--- config.mk ---
export PLATFORM = sky130hd
export DESIGN_NAME = rally_controller_flat
export DESIGN_NICKNAME = d
export VERILOG_FILES = /design/src/rtl/rally_controller_if.sv /design/src/rtl/rally_controller.sv /design/src/flat_wrapper.sv
export SDC_FILE = /design/constraint.sdc
export NUM_CORES = 1
export LEC_CHECK = 0
export CORE_MARGIN = 2
export CORE_UTILIZATION = 30
export DETAILED_ROUTE_END_ITERATION = 8
export GPL_TIMING_DRIVEN = 0
export PLACE_DENSITY_LB_ADDON = 0.2
export SLEW_MARGIN = 5
export SYNTH_ARGS = -nofsm -noshare
export SYNTH_HDL_FRONTEND = slang
export SYNTH_SLANG_ARGS = --single-unit
--- constraint.sdc ---
create_clock -name i_clock -period 3.72 [get_ports i_clock]
set_input_delay 1.116 -clock i_clock [delete_from_list [all_inputs] [get_ports i_clock]]
set_output_delay 1.116 -clock i_clock [all_outputs]
set_load 0.1 [all_outputs]
--- src/rtl/rally_controller_if.sv ---
// rtl/rally_controller_if.sv - frame-strobe, button, miss and status bundle for rally_controller
interface rally_controller_if;
    logic       i_vsync_pulse;
    logic       i_left_button;
    logic       i_right_button;
    logic       i_left_miss;
    logic       i_right_miss;
    logic       o_left_player_start;
    logic       o_right_player_start;
    logic       o_ball_in_game;
    logic [3:0] o_left_score;
    logic [3:0] o_right_score;
    logic       o_game_over;
    logic       o_winner;

    modport master (
        output i_vsync_pulse, i_left_button, i_right_button, i_left_miss, i_right_miss,
        input  o_left_player_start, o_right_player_start, o_ball_in_game,
               o_left_score, o_right_score, o_game_over, o_winner
    );

    modport slave (
        input  i_vsync_pulse, i_left_button, i_right_button, i_left_miss, i_right_miss,
        output o_left_player_start, o_right_player_start, o_ball_in_game,
               o_left_score, o_right_score, o_game_over, o_winner
    );
endinterface

--- src/rtl/rally_controller.sv ---
// rtl/rally_controller.sv - pong serve/rally/point/game-over sequencer with scoring
module rally_controller #(
    parameter int WIN_SCORE          = 9,
    parameter int SERVE_DELAY_FRAMES = 60
) (
    input  logic               i_clock,
    input  logic               i_reset,
    rally_controller_if.slave  bus
);
    typedef enum logic [1:0] {SERVE_WAIT, RALLY, POINT, GAME_OVER} state_t;

    localparam logic [4:0] WIN_L   = 5'(WIN_SCORE);
    localparam logic [8:0] DELAY_L = 9'(SERVE_DELAY_FRAMES);

    state_t     state_q, state_d;
    logic       server_q, server_d;
    logic [3:0] left_score_q, left_score_d;
    logic [3:0] right_score_q, right_score_d;
    logic [7:0] frame_cnt_q, frame_cnt_d;
    logic       left_prev_q, left_prev_d;
    logic       right_prev_q, right_prev_d;
    logic       winner_q, winner_d;
    logic       left_start_q, left_start_d;
    logic       right_start_q, right_start_d;
    logic       in_game_q, in_game_d;
    logic       game_over_q, game_over_d;

    logic       left_press, right_press, server_press;
    logic       left_wins, right_wins;

    assign left_press   = bus.i_left_button & ~left_prev_q;
    assign right_press  = bus.i_right_button & ~right_prev_q;
    assign server_press = server_q ? right_press : left_press;
    assign left_wins    = ({1'b0, left_score_q} + 5'd1) == WIN_L;
    assign right_wins   = ({1'b0, right_score_q} + 5'd1) == WIN_L;

    always_comb begin
        state_d       = state_q;
        server_d      = server_q;
        left_score_d  = left_score_q;
        right_score_d = right_score_q;
        frame_cnt_d   = frame_cnt_q;
        left_prev_d   = left_prev_q;
        right_prev_d  = right_prev_q;
        winner_d      = winner_q;

        if (bus.i_vsync_pulse) begin
            left_prev_d  = bus.i_left_button;
            right_prev_d = bus.i_right_button;
            unique case (state_q)
                SERVE_WAIT: begin
                    // Launch needs two full frames of the ball parked on the paddle.
                    if (server_press && frame_cnt_q >= 8'd2) begin
                        state_d     = RALLY;
                        frame_cnt_d = 8'd0;
                    end else if (frame_cnt_q < 8'd2) begin
                        frame_cnt_d = frame_cnt_q + 8'd1;
                    end
                end
                RALLY: begin
                    if (bus.i_left_miss && bus.i_right_miss) begin
                        state_d     = POINT;
                        frame_cnt_d = 8'd0;
                    end else if (bus.i_left_miss) begin
                        right_score_d = right_score_q + 4'd1;
                        server_d      = 1'b0;
                        frame_cnt_d   = 8'd0;
                        if (right_wins) begin
                            state_d  = GAME_OVER;
                            winner_d = 1'b1;
                        end else begin
                            state_d  = POINT;
                        end
                    end else if (bus.i_right_miss) begin
                        left_score_d = left_score_q + 4'd1;
                        server_d     = 1'b1;
                        frame_cnt_d  = 8'd0;
                        if (left_wins) begin
                            state_d  = GAME_OVER;
                            winner_d = 1'b0;
                        end else begin
                            state_d  = POINT;
                        end
                    end
                end
                POINT: begin
                    if (({1'b0, frame_cnt_q} + 9'd1) == DELAY_L) begin
                        state_d     = SERVE_WAIT;
                        frame_cnt_d = 8'd0;
                    end else begin
                        frame_cnt_d = frame_cnt_q + 8'd1;
                    end
                end
                GAME_OVER: begin
                    if (left_press || right_press) begin
                        state_d       = SERVE_WAIT;
                        left_score_d  = 4'd0;
                        right_score_d = 4'd0;
                        server_d      = ~winner_q;
                        frame_cnt_d   = 8'd0;
                    end
                end
                default: state_d = SERVE_WAIT;
            endcase
        end

        // Outputs are decoded from next state so they land on the same edge as it.
        left_start_d  = (state_d == SERVE_WAIT) && !server_d;
        right_start_d = (state_d == SERVE_WAIT) && server_d;
        in_game_d     = (state_d == RALLY);
        game_over_d   = (state_d == GAME_OVER);
    end

    always_ff @(posedge i_clock or posedge i_reset) begin
        if (i_reset) begin
            state_q       <= SERVE_WAIT;
            server_q      <= 1'b0;
            left_score_q  <= 4'd0;
            right_score_q <= 4'd0;
            frame_cnt_q   <= 8'd0;
            left_prev_q   <= 1'b1;
            right_prev_q  <= 1'b1;
            winner_q      <= 1'b0;
            left_start_q  <= 1'b1;
            right_start_q <= 1'b0;
            in_game_q     <= 1'b0;
            game_over_q   <= 1'b0;
        end else begin
            state_q       <= state_d;
            server_q      <= server_d;
            left_score_q  <= left_score_d;
            right_score_q <= right_score_d;
            frame_cnt_q   <= frame_cnt_d;
            left_prev_q   <= left_prev_d;
            right_prev_q  <= right_prev_d;
            winner_q      <= winner_d;
            left_start_q  <= left_start_d;
            right_start_q <= right_start_d;
            in_game_q     <= in_game_d;
            game_over_q   <= game_over_d;
        end
    end

    assign bus.o_left_player_start  = left_start_q;
    assign bus.o_right_player_start = right_start_q;
    assign bus.o_ball_in_game       = in_game_q;
    assign bus.o_left_score         = left_score_q;
    assign bus.o_right_score        = right_score_q;
    assign bus.o_game_over          = game_over_q;
    assign bus.o_winner             = winner_q;
endmodule

--- src/flat_wrapper.sv ---
// flat-port wrapper written by rule: the top's interface ports become plain ports
module rally_controller_flat 
#(
    parameter int WIN_SCORE          = 9,
    parameter int SERVE_DELAY_FRAMES = 60
)
  (i_clock, i_reset, bus_i_vsync_pulse, bus_i_left_button, bus_i_right_button, bus_i_left_miss, bus_i_right_miss, bus_o_left_player_start, bus_o_right_player_start, bus_o_ball_in_game, bus_o_left_score, bus_o_right_score, bus_o_game_over, bus_o_winner);
  rally_controller_if bus_i ();
  input  logic i_clock;
  input  logic i_reset;
  input wire logic [$bits(bus_i.i_vsync_pulse)-1:0] bus_i_vsync_pulse;
  input wire logic [$bits(bus_i.i_left_button)-1:0] bus_i_left_button;
  input wire logic [$bits(bus_i.i_right_button)-1:0] bus_i_right_button;
  input wire logic [$bits(bus_i.i_left_miss)-1:0] bus_i_left_miss;
  input wire logic [$bits(bus_i.i_right_miss)-1:0] bus_i_right_miss;
  output wire logic [$bits(bus_i.o_left_player_start)-1:0] bus_o_left_player_start;
  output wire logic [$bits(bus_i.o_right_player_start)-1:0] bus_o_right_player_start;
  output wire logic [$bits(bus_i.o_ball_in_game)-1:0] bus_o_ball_in_game;
  output wire logic [$bits(bus_i.o_left_score)-1:0] bus_o_left_score;
  output wire logic [$bits(bus_i.o_right_score)-1:0] bus_o_right_score;
  output wire logic [$bits(bus_i.o_game_over)-1:0] bus_o_game_over;
  output wire logic [$bits(bus_i.o_winner)-1:0] bus_o_winner;
  assign bus_i.i_vsync_pulse = bus_i_vsync_pulse;
  assign bus_i.i_left_button = bus_i_left_button;
  assign bus_i.i_right_button = bus_i_right_button;
  assign bus_i.i_left_miss = bus_i_left_miss;
  assign bus_i.i_right_miss = bus_i_right_miss;
  assign bus_o_left_player_start = bus_i.o_left_player_start;
  assign bus_o_right_player_start = bus_i.o_right_player_start;
  assign bus_o_ball_in_game = bus_i.o_ball_in_game;
  assign bus_o_left_score = bus_i.o_left_score;
  assign bus_o_right_score = bus_i.o_right_score;
  assign bus_o_game_over = bus_i.o_game_over;
  assign bus_o_winner = bus_i.o_winner;
  rally_controller #(.WIN_SCORE(WIN_SCORE), .SERVE_DELAY_FRAMES(SERVE_DELAY_FRAMES)) u_core (.i_clock(i_clock), .i_reset(i_reset), .bus(bus_i));
endmodule
# Yosys cells after proc, flatten, opt, wreduce, memory -nomap -nowiden
# Cells that the tools add are included.
dict set report classes {
  eq_ne 16
  magnitude_cmp 2
  n_reduce_logical 15
  add_sub_neg 6
  n_bitwise 6
  n_mux 37
}
# op count
set op_table {}
lappend op_table {{$mux W8} 7}
lappend op_table {{$pmux W8 S4} 1}
lappend op_table {{$mux W4} 6}
lappend op_table {{$pmux W4 S2} 2}
lappend op_table {{$mux W2} 7}
lappend op_table {{$mux W1} 12}
lappend op_table {{$reduce_and A6 Y1} 2}
lappend op_table {{$add A4 B1 Y5 const B} 2}
lappend op_table {{$eq A5 B4 Y1 const B} 2}
lappend op_table {{$add A8 B1 Y9 const B} 1}
lappend op_table {{$eq A9 B6 Y1 const B} 1}
lappend op_table {{$add A4 B1 Y4 const B} 2}
lappend op_table {{$add A8 B1 Y8 const B} 1}
lappend op_table {{$ge A8 B2 Y1 const B} 1}
lappend op_table {{$lt A8 B2 Y1 const B} 1}
lappend op_table {{$ne A2 B2 Y1 const B} 4}
lappend op_table {{$pmux W2 S4} 1}
lappend op_table {{$eq A2 B2 Y1 const B} 3}
lappend op_table {{$reduce_bool A2 Y1} 3}
lappend op_table {{$reduce_and A5 Y1} 1}
lappend op_table {{$eq A2 B1 Y1 const B} 2}
lappend op_table {{$logic_and A1 B1 Y1} 4}
lappend op_table {{$logic_not A2 Y1} 2}
lappend op_table {{$ne A2 B1 Y1 const B} 2}
lappend op_table {{8 further kinds} 12}
dict set report word_totals {
  register_bits 26
  wordCells 94
  inputBits 7
}

# Depth between registers and ports, before layout
# Gate-level depths: netlist (run 1).
dict set report depth {
  ltp_word 10
  mapped_depth 7
  ltp_nobuf 7
}

# Worst setup path after synthesis (run 1)
# OpenSTA, ideal clock, no wires.
dict set report synth_timing {
  kind {input to register}
  startpoint {in bus_i_left_miss}
  endpoint {reg u_core.frame_cnt_q[0]}
  path_stages 5
  path_buffers 0
  setup_time_ns 0.125
  path_slack_ns 1.104
  arrival_ns 2.491
  cell_sequence {or4b_2 > o311ai_0 > a31oi_4 > and2b_4 > mux2_2}
}
dict set report synth_via {
  elab_chain_len 3
}
# item line
set synth_rtl {}
lappend synth_rtl {{start: declaration} flat_wrapper.sv:14} ;# input wire logic [$bits(bus_i.i_left_miss)-1:0] bus_i_left_miss;
lappend synth_rtl {{$mux W8 or $logic_and A1 B1 Y1 (tied branches)} {rally_controller.sv:64, rally_controller.sv:61}}
lappend synth_rtl {{$mux W8 or $ne A4 B3 Y1 (tied branches)} --}
lappend synth_rtl {{$pmux W8 S4 or $reduce_and A4 Y1 (tied branches)} --}
lappend synth_rtl {{end signal: assignment} rally_controller.sv:133} ;# frame_cnt_q <= frame_cnt_d;
lappend synth_rtl {{end: declaration} rally_controller.sv:19} ;# logic [7:0] frame_cnt_q, frame_cnt_d;
# Parallel ways exist; a longest one is shown, timed or not.
# A chain may end at the register's enable or synchronous reset.

# Worst setup path in the final report (run 1)
dict set report layout_timing {
  startpoint {in bus_i_right_button}
  endpoint {reg u_core.frame_cnt_q[0]}
}
dict set report layout_via {
  elab_chain_len 5
}
# item line
set layout_rtl {}
lappend layout_rtl {{start: declaration} flat_wrapper.sv:13} ;# input wire logic [$bits(bus_i.i_right_button)-1:0] bus_i_right_button;
lappend layout_rtl {{$and A1 B1 Y1 (*)} rally_controller.sv:32} ;# assign right_press = bus.i_right_button & ~right_prev_q;
lappend layout_rtl {{$mux W1} rally_controller.sv:33} ;# assign server_press = server_q ? right_press : left_press;
lappend layout_rtl {{$logic_and A1 B1 Y1} rally_controller.sv:53} ;# if (server_press && frame_cnt_q >= 8'd2) begin
lappend layout_rtl {{$ne A3 B1 Y1 (no source line) or $mux W8 (tied branches)} --}
lappend layout_rtl {{$reduce_and A4 Y1 (no source line) or $pmux W8 S4 (tied branches)} --}
# Every way passes the cells marked *; elsewhere a longest branch is shown, timed or not.

==> results of run 1 <==
[path summary, 6_finish.rpt]
check | start | endpoint | cells past startpoint
worst max-delay path | bus_i_right_button | u_core.frame_cnt_q[0] | 6
min in group asynchronous | i_reset | u_core.frame_cnt_q[1] | 2
worst min register to register | u_core.bus.o_winner | u_core.bus.o_winner | 2
worst max register to register | u_core.right_prev_q | u_core.frame_cnt_q[0] | 5
max in group asynchronous | i_reset | u_core.server_q | 2
worst min-delay path | u_core.bus.o_winner | u_core.bus.o_winner | 2
[kinds of logic after synthesis]
| group | count (synthesis) | synth area share (%) |
|---|---|---|
| and+or+nand+nor | 65 | 25.08 |
| AOI/OAI and AO/OA | 41 | 19.63 |
| DFF | 26 | 43.88 |
| buffers and inverters | 11 | 2.768 |
| adders and majority gates | 6 | 5.033 |
| muxes | 5 | 3.607 |
[worst register-to-register path, stage by stage (launching register included)]
cell     delay [ps]
dfstp_2         380
nor2b_1         230
mux2i_1         210
o31ai_1         710
and2b_4         320
mux2_2          260
[stage by stage]
step | hold slack [ps] | cells | cell area [um^2]
3_5_place_dp | 506.6 | 239 | 1755
3_3_place_gp | 497.0 | 239 | 1755
5_1_grt | 562.1 | 243 | 1827
2_1_floorplan | 494.7 | 154 | 1491
6_report | 521.1 | 243 | 1827
4_1_cts | 528.7 | 243 | 1827
[final cells by class]
type                    count  area [um^2]
fillers                   485         2928
repair buffers             18        180.2
flip-flops and latches     26        654.4
clock inverters             1        30.03
plain buffers               3        11.26
multi-input cells         117        795.8
inverters                   8        30.03
clock buffers               3        41.29
well taps                  67        83.83
[sequential cells by signal, summed over array words and instances, names as in the netlist]
| name | count |
|---|---|
| u_core.server_q | 1 |
| u_core.bus.o_right_score | 4 |
| u_core.bus.o_right_player_start | 1 |
| u_core.bus.o_game_over | 1 |
| u_core.bus.o_left_player_start | 1 |
| u_core.state_q | 2 |
| u_core.frame_cnt_q | 8 |
| u_core.left_prev_q | 1 |
| u_core.bus.o_ball_in_game | 1 |
| u_core.bus.o_left_score | 4 |
| u_core.bus.o_winner | 1 |
| u_core.right_prev_q | 1 |
[routing by layer]
layer | GRT usage (%) | share of wire, %
met3 | 2.304 | 2.0
met4 | 5.952 | 0.72
met1 | 15.13 | 45
met2 | 22.62 | 52
met5 | 0 | 0
[power by group through the flow]
stage | sequential [uW] | clock, uW | combinational, uW
after floorplan | 821 | 0 | 301
after CTS | 455 | 244 | 870
final | 455 | 236 | 866
after global placement | 457 | 0 | 853
after detailed placement | 461 | 0 | 869
after global routing | 470 | 255 | 920
[Yosys cell counts (all sizes together) (3+ instances only)]
| cell type | count | share of area [%] |
|---|---|---|
| and3 | 8 | 3.4 |
| o31ai | 3 | 1.5 |
| dfrtp | 23 | 39 |
| nor3b | 3 | 1.5 |
| inv | 8 | 2.0 |
| o21ai | 17 | 5.7 |
| ha | 6 | 5.0 |
| a22o | 7 | 4.1 |
| mux2 | 3 | 2.3 |
| nand3 | 5 | 1.7 |
| dfstp | 3 | 5.3 |
| nand2b | 3 | 1.3 |
| or4 | 4 | 2.3 |
| nand2 | 13 | 3.3 |
| nor2b | 8 | 3.4 |
| nor2 | 10 | 2.5 |
| clkbuf | 3 | 0.75 |
==> results.yml, run 1 <==
die:
  die_w_um: 74.51
  core_um2: 4755
  io-pin-count: 20
  fp-row-count: 25
  die_area_um2: 5552
  start_util_pct: 31.37
  die-height_um: 74.51
logic_synthesis:
  synthesis.nets: 167
  synthFlopType: "dfrtp_1"
  ys_seq_area_share_pct: 43.88
  synth_seq_cells: 26
  ys_types: 38
  synthesis.area_um2: 1491
  ys_warn_count: 0
  synth-async-reset-ratio_pct: 100.0
  synth_edf_count: 0
  synth.avg_cell_area_um2: 9.685
  synthCells: 154
sta:
  timing.slew.headroom_pct: 31.74
  tns_ps: 0
  fmax_mhz: 314.5
  setup_ws_ps: 540.2
  setup_viol: 0
  hold_viol_final: 0
  finalMaxSlewViolations: 0
  rsz0062_at_grt: "false"
  clock_skew_ps: 2.384
  worst_pin_slew_ps: 1023
  period_share_pct: 85.48
  layout_min_cycle_time_ps: 3180
global_route:
  grt_pass1_vias: 1254
  track_usage_pct: 12.85
  overflow: 0
  grt_max_degree: 27
  grt_pass1_wl_um: 5499
  antenna_found_initial: 0
detailed_routing:
  drc_errors: 0
  drt_iter0_drc: 98
  wl_um: 3312
  ant_nets: 0
  first_pass_iters: 4
  vias: 1257
  via_per_inst: 5.173
  wl_per_cell_um: 13.63
clocking:
  cts_buffers: 3
  htree_levels: 1
  cts.sinks: 26
  post_cts_buffers: 0
  cts_tree: "built"
  cts_resized: 0
  clkTransAtPathRegs_ps: 90
  cts_root_buffer: "clkbuf_8"
  cts_buffer_depth: 2
  ctsHoldBuffers: 0
  clk_latency_ps: 270
final_layout:
  mostFrequentLayoutCell: "dfrtp_1"
  mostFrequentLayoutCells: "23 x dfrtp_1, 18 x clkdlybuf4s50_1, 17 x o21ai_0, 13 x nand2_1, 10 x nor2_1"
  nets: 190
  utilization_pct: 38.42
  diodes: 0
  area_growth_syn_to_layout_pct: 22.48
  drive_above_1_share_pct: 7.955
power:
  powerDensity_nw_per_um2: 852.4
  power_frac_comb_pct: 55.6
  pwr-share-clk_pct: 15.2
  p_int_uw: 759.4
  ir_drop_v: 0.0003745
  fin_total_pwr_uw: 1557
  p_leak_uw: 0.0007896
  netSwitchingFraction_pct: 51.23
  pwr-share-seq_pct: 29.2
  p_sw_uw: 797.7
critical_path:
  reg2reg_slack_ps: 1500
  criticalPathCategory: "primary input to register"
  max_stage_delay_ps: 710
  critical_path_arrival_ps: 3340
  cp_slowest_cell: "o31ai_1"
  crit_buf_inv: 1
  critPathLaunchType: "primary input"
  crit_chain: "clkdlybuf4s50_1, nor2b_1, mux2i_1, o31ai_1, and2b_4, mux2_2"
  endpoint_kind: "register"
  worstPathRequired_ps: 3880
  cp_max_fo: 8
  crit_family: "compound AO/OA/AOI/OAI gates"
placement:
  gp_congestion: 0.8186
  dpl.hpwl_um: 2478
  port_buffers: 18
  place_ws_ps: 257.4
run_status:
  status: "finished, final reports clean"
worst_hold_path:
  hold_class: "register to register"
flow_run:
  drv_cap: 0
No activity file was read; power rests on OpenSTA's default activity.
==> run 2: changes to the inputs <==
--- a/config.mk
+++ b/config.mk
@@ -9,7 +9,8 @@
 export CORE_UTILIZATION = 30
 export DETAILED_ROUTE_END_ITERATION = 8
 export GPL_TIMING_DRIVEN = 0
-export PLACE_DENSITY_LB_ADDON = 0.2
+export PLACE_DENSITY = 0.53
+export SKIP_CTS_REPAIR_TIMING = 1
 export SLEW_MARGIN = 5
 export SYNTH_ARGS = -nofsm -noshare
 export SYNTH_HDL_FRONTEND = slang
==> run 2 against run 1 <==
Clock-buffer cell count increased by 1. Routed wire length decreased by 3.1%. Highest routed layer unchanged. Die area stayed put. Worst setup slack improved by 25 ps. Largest power group unchanged. Combinational power decreased by 0.7%. Critical path depth did not move. Worst hold slack better by 3.3 ps. Core utilization shrank 0.34 points. Global-route usage about the same. First-iteration DRC count down 48%. Sequential share of layout area is 0.32 points higher. Register-to-register slack gained 20 ps.
==> results.yml, run 2 (same netlist as run 1, synthesis figures left out) <==
run_status:
  status: "finished, final reports clean"
final_layout:
  area_growth_syn_to_layout_pct: 21.39
  mostFrequentLayoutCells: "23 x dfrtp_1, 18 x clkdlybuf4s50_1, 17 x o21ai_0, 13 x nand2_1, 10 x nor2_1"
  design_area_um2: 1810
  largest_reg_flops: 8
  utilization_pct: 38.08
  num-fill-cells: 488
  nets: 190
  layout.cells.non_filler: 243
  diodes: 0
  drive_above_1_share_pct: 7.955
  regMostFlops: "u_core.frame_cnt_q"
  mostFrequentLayoutCell: "dfrtp_1"
critical_path:
  crit_end: "u_core.frame_cnt_q[0]"
  startpoint: "bus_i_right_button"
  cp_max_fo: 8
  rr_startpoint: "u_core.right_prev_q"
  worstPathRequired_ps: 3880
  critical_path_arrival_ps: 3310
  endpoint_kind: "register"
  critPathLaunchType: "primary input"
  criticalPathCategory: "primary input to register"
  r2r_cells: 5
  reg2reg_slack_ps: 1520
  reg2reg_to: "u_core.frame_cnt_q[0]"
global_route:
  grt_pass1_vias: 1196
  antenna_found_initial: 0
  met1_usage_pct: 15.42
  grt.met3_usage_pct: 3.523
  met2_usage_pct: 22.03
  track_usage_pct: 12.84
  grt_max_degree: 27
  busiest_layer: "met2"
  overflow: 0
  grt_pass1_wl_um: 5478
die:
  fp-row-count: 25
  io-pin-count: 20
  die_w_um: 74.51
  die_area_um2: 5552
  die-height_um: 74.51
  start_util_pct: 31.37
  core_um2: 4755
sta:
  finalMaxSlewViolations: 0
  timing.slew.headroom_pct: 34.42
  clock_skew_ps: 6.796
  worst_pin_slew_ps: 982.6
  period_share_pct: 84.80
  tns_ps: 0
  layout_min_cycle_time_ps: 3155
  setup_ws_ps: 565.5
  hold_viol_final: 0
  setup_viol: 0
  rsz0062_at_grt: "false"
  fmax_mhz: 317.0
power:
  powerDensity_nw_per_um2: 827.6
  p_leak_uw: 0.0007827
  ir_drop_v: 0.0002971
detailed_routing:
  drc_errors: 0
  ant_nets: 0
  drt_iter0_drc: 51
  wl_per_cell_um: 13.21
  via_per_inst: 5.095
  vias: 1238
  wl_um: 3209
  first_pass_iters: 4
worst_hold_path:
  min_path_cells: 2
  hold_class: "register to register"
clocking:
  cts_buffers: 3
  clk_latency_ps: 270
  htree_levels: 1
  cts_tree: "built"
  cts_root_buffer: "clkbuf_8"
  cts.sinks: 26
  cts_buffer_depth: 2
  clkTransAtPathRegs_ps: 90
placement:
  postPlaceCellArea_um2: 1755
  port_buffers: 18
  place_ws_ps: 239.0
  gp_congestion: 0.8403
  dpl.hpwl_um: 2443
  place_inst: 239
flow_run:
  drv_cap: 0
## run 2: cell types whose count changed in the layout (fill, tap and decap cells not counted)
cell       previous run  this run
clkbuf_8              3         4
bufinv_16             1         0
## run 2: layout make-up
| cell class | count | area, um^2 | share of cell area (%) |
|---|---|---|---|
| plain buffers | 3 | 11.26 | 0.6220 |
| repair buffers | 18 | 180.2 | 9.952 |
| clock buffers | 4 | 55.05 | 3.041 |
| flip-flops and latches | 26 | 654.4 | 36.14 |
| multi-input cells | 117 | 795.8 | 43.95 |
| inverters | 8 | 30.03 | 1.659 |
| well taps | 67 | 83.83 | 4.630 |
## run 2: worst max-delay path, cell delays in order
cell	delay [ps]
clkdlybuf4s50_1	460
nor2b_1	240
mux2i_1	200
o31ai_1	720
and2b_4	320
mux2_2	260
## run 2: per-stage QoR
step / hold WS (ps) / power [uW]
6_report: 524.4 / 1498
5_1_grt: 549.2 / 1599
4_1_cts: 524.7 / 1517
3_5_place_dp: 500.8 / 1327
3_3_place_gp: 503.4 / 1311
2_1_floorplan: 494.7 / 1122
## run 2: metal layers
| layer | wire [um] | vias to the layer above |
|---|---|---|
| met4 | 33 | 0 |
| met3 | 93 | 4 |
| met2 | 1609 | 12 |
| met5 | 0 | - |
| li1 | - | 610 |
| met1 | 1473 | 612 |
## run 2: worst min-delay path by stage
stage | to | startpoint | slack [ps]
6_report | u_core.bus.o_winner | u_core.bus.o_winner | 520
5_1_grt | u_core.bus.o_winner | u_core.bus.o_winner | 550
4_1_cts | u_core.bus.o_winner | u_core.bus.o_winner | 520
3_5_place_dp | u_core.bus.o_winner | u_core.bus.o_winner | 500
3_3_place_gp | u_core.bus.o_winner | u_core.bus.o_winner | 500
2_1_floorplan | u_core.frame_cnt_q[5] | u_core.frame_cnt_q[5] | 490
## run 2: report_power, final
part	switching, uW	internal (uW)	total, uW
clock	89.1	94.7	184
sequential	82.9	371	454
combinational	617	244	860
total	789	710	1500
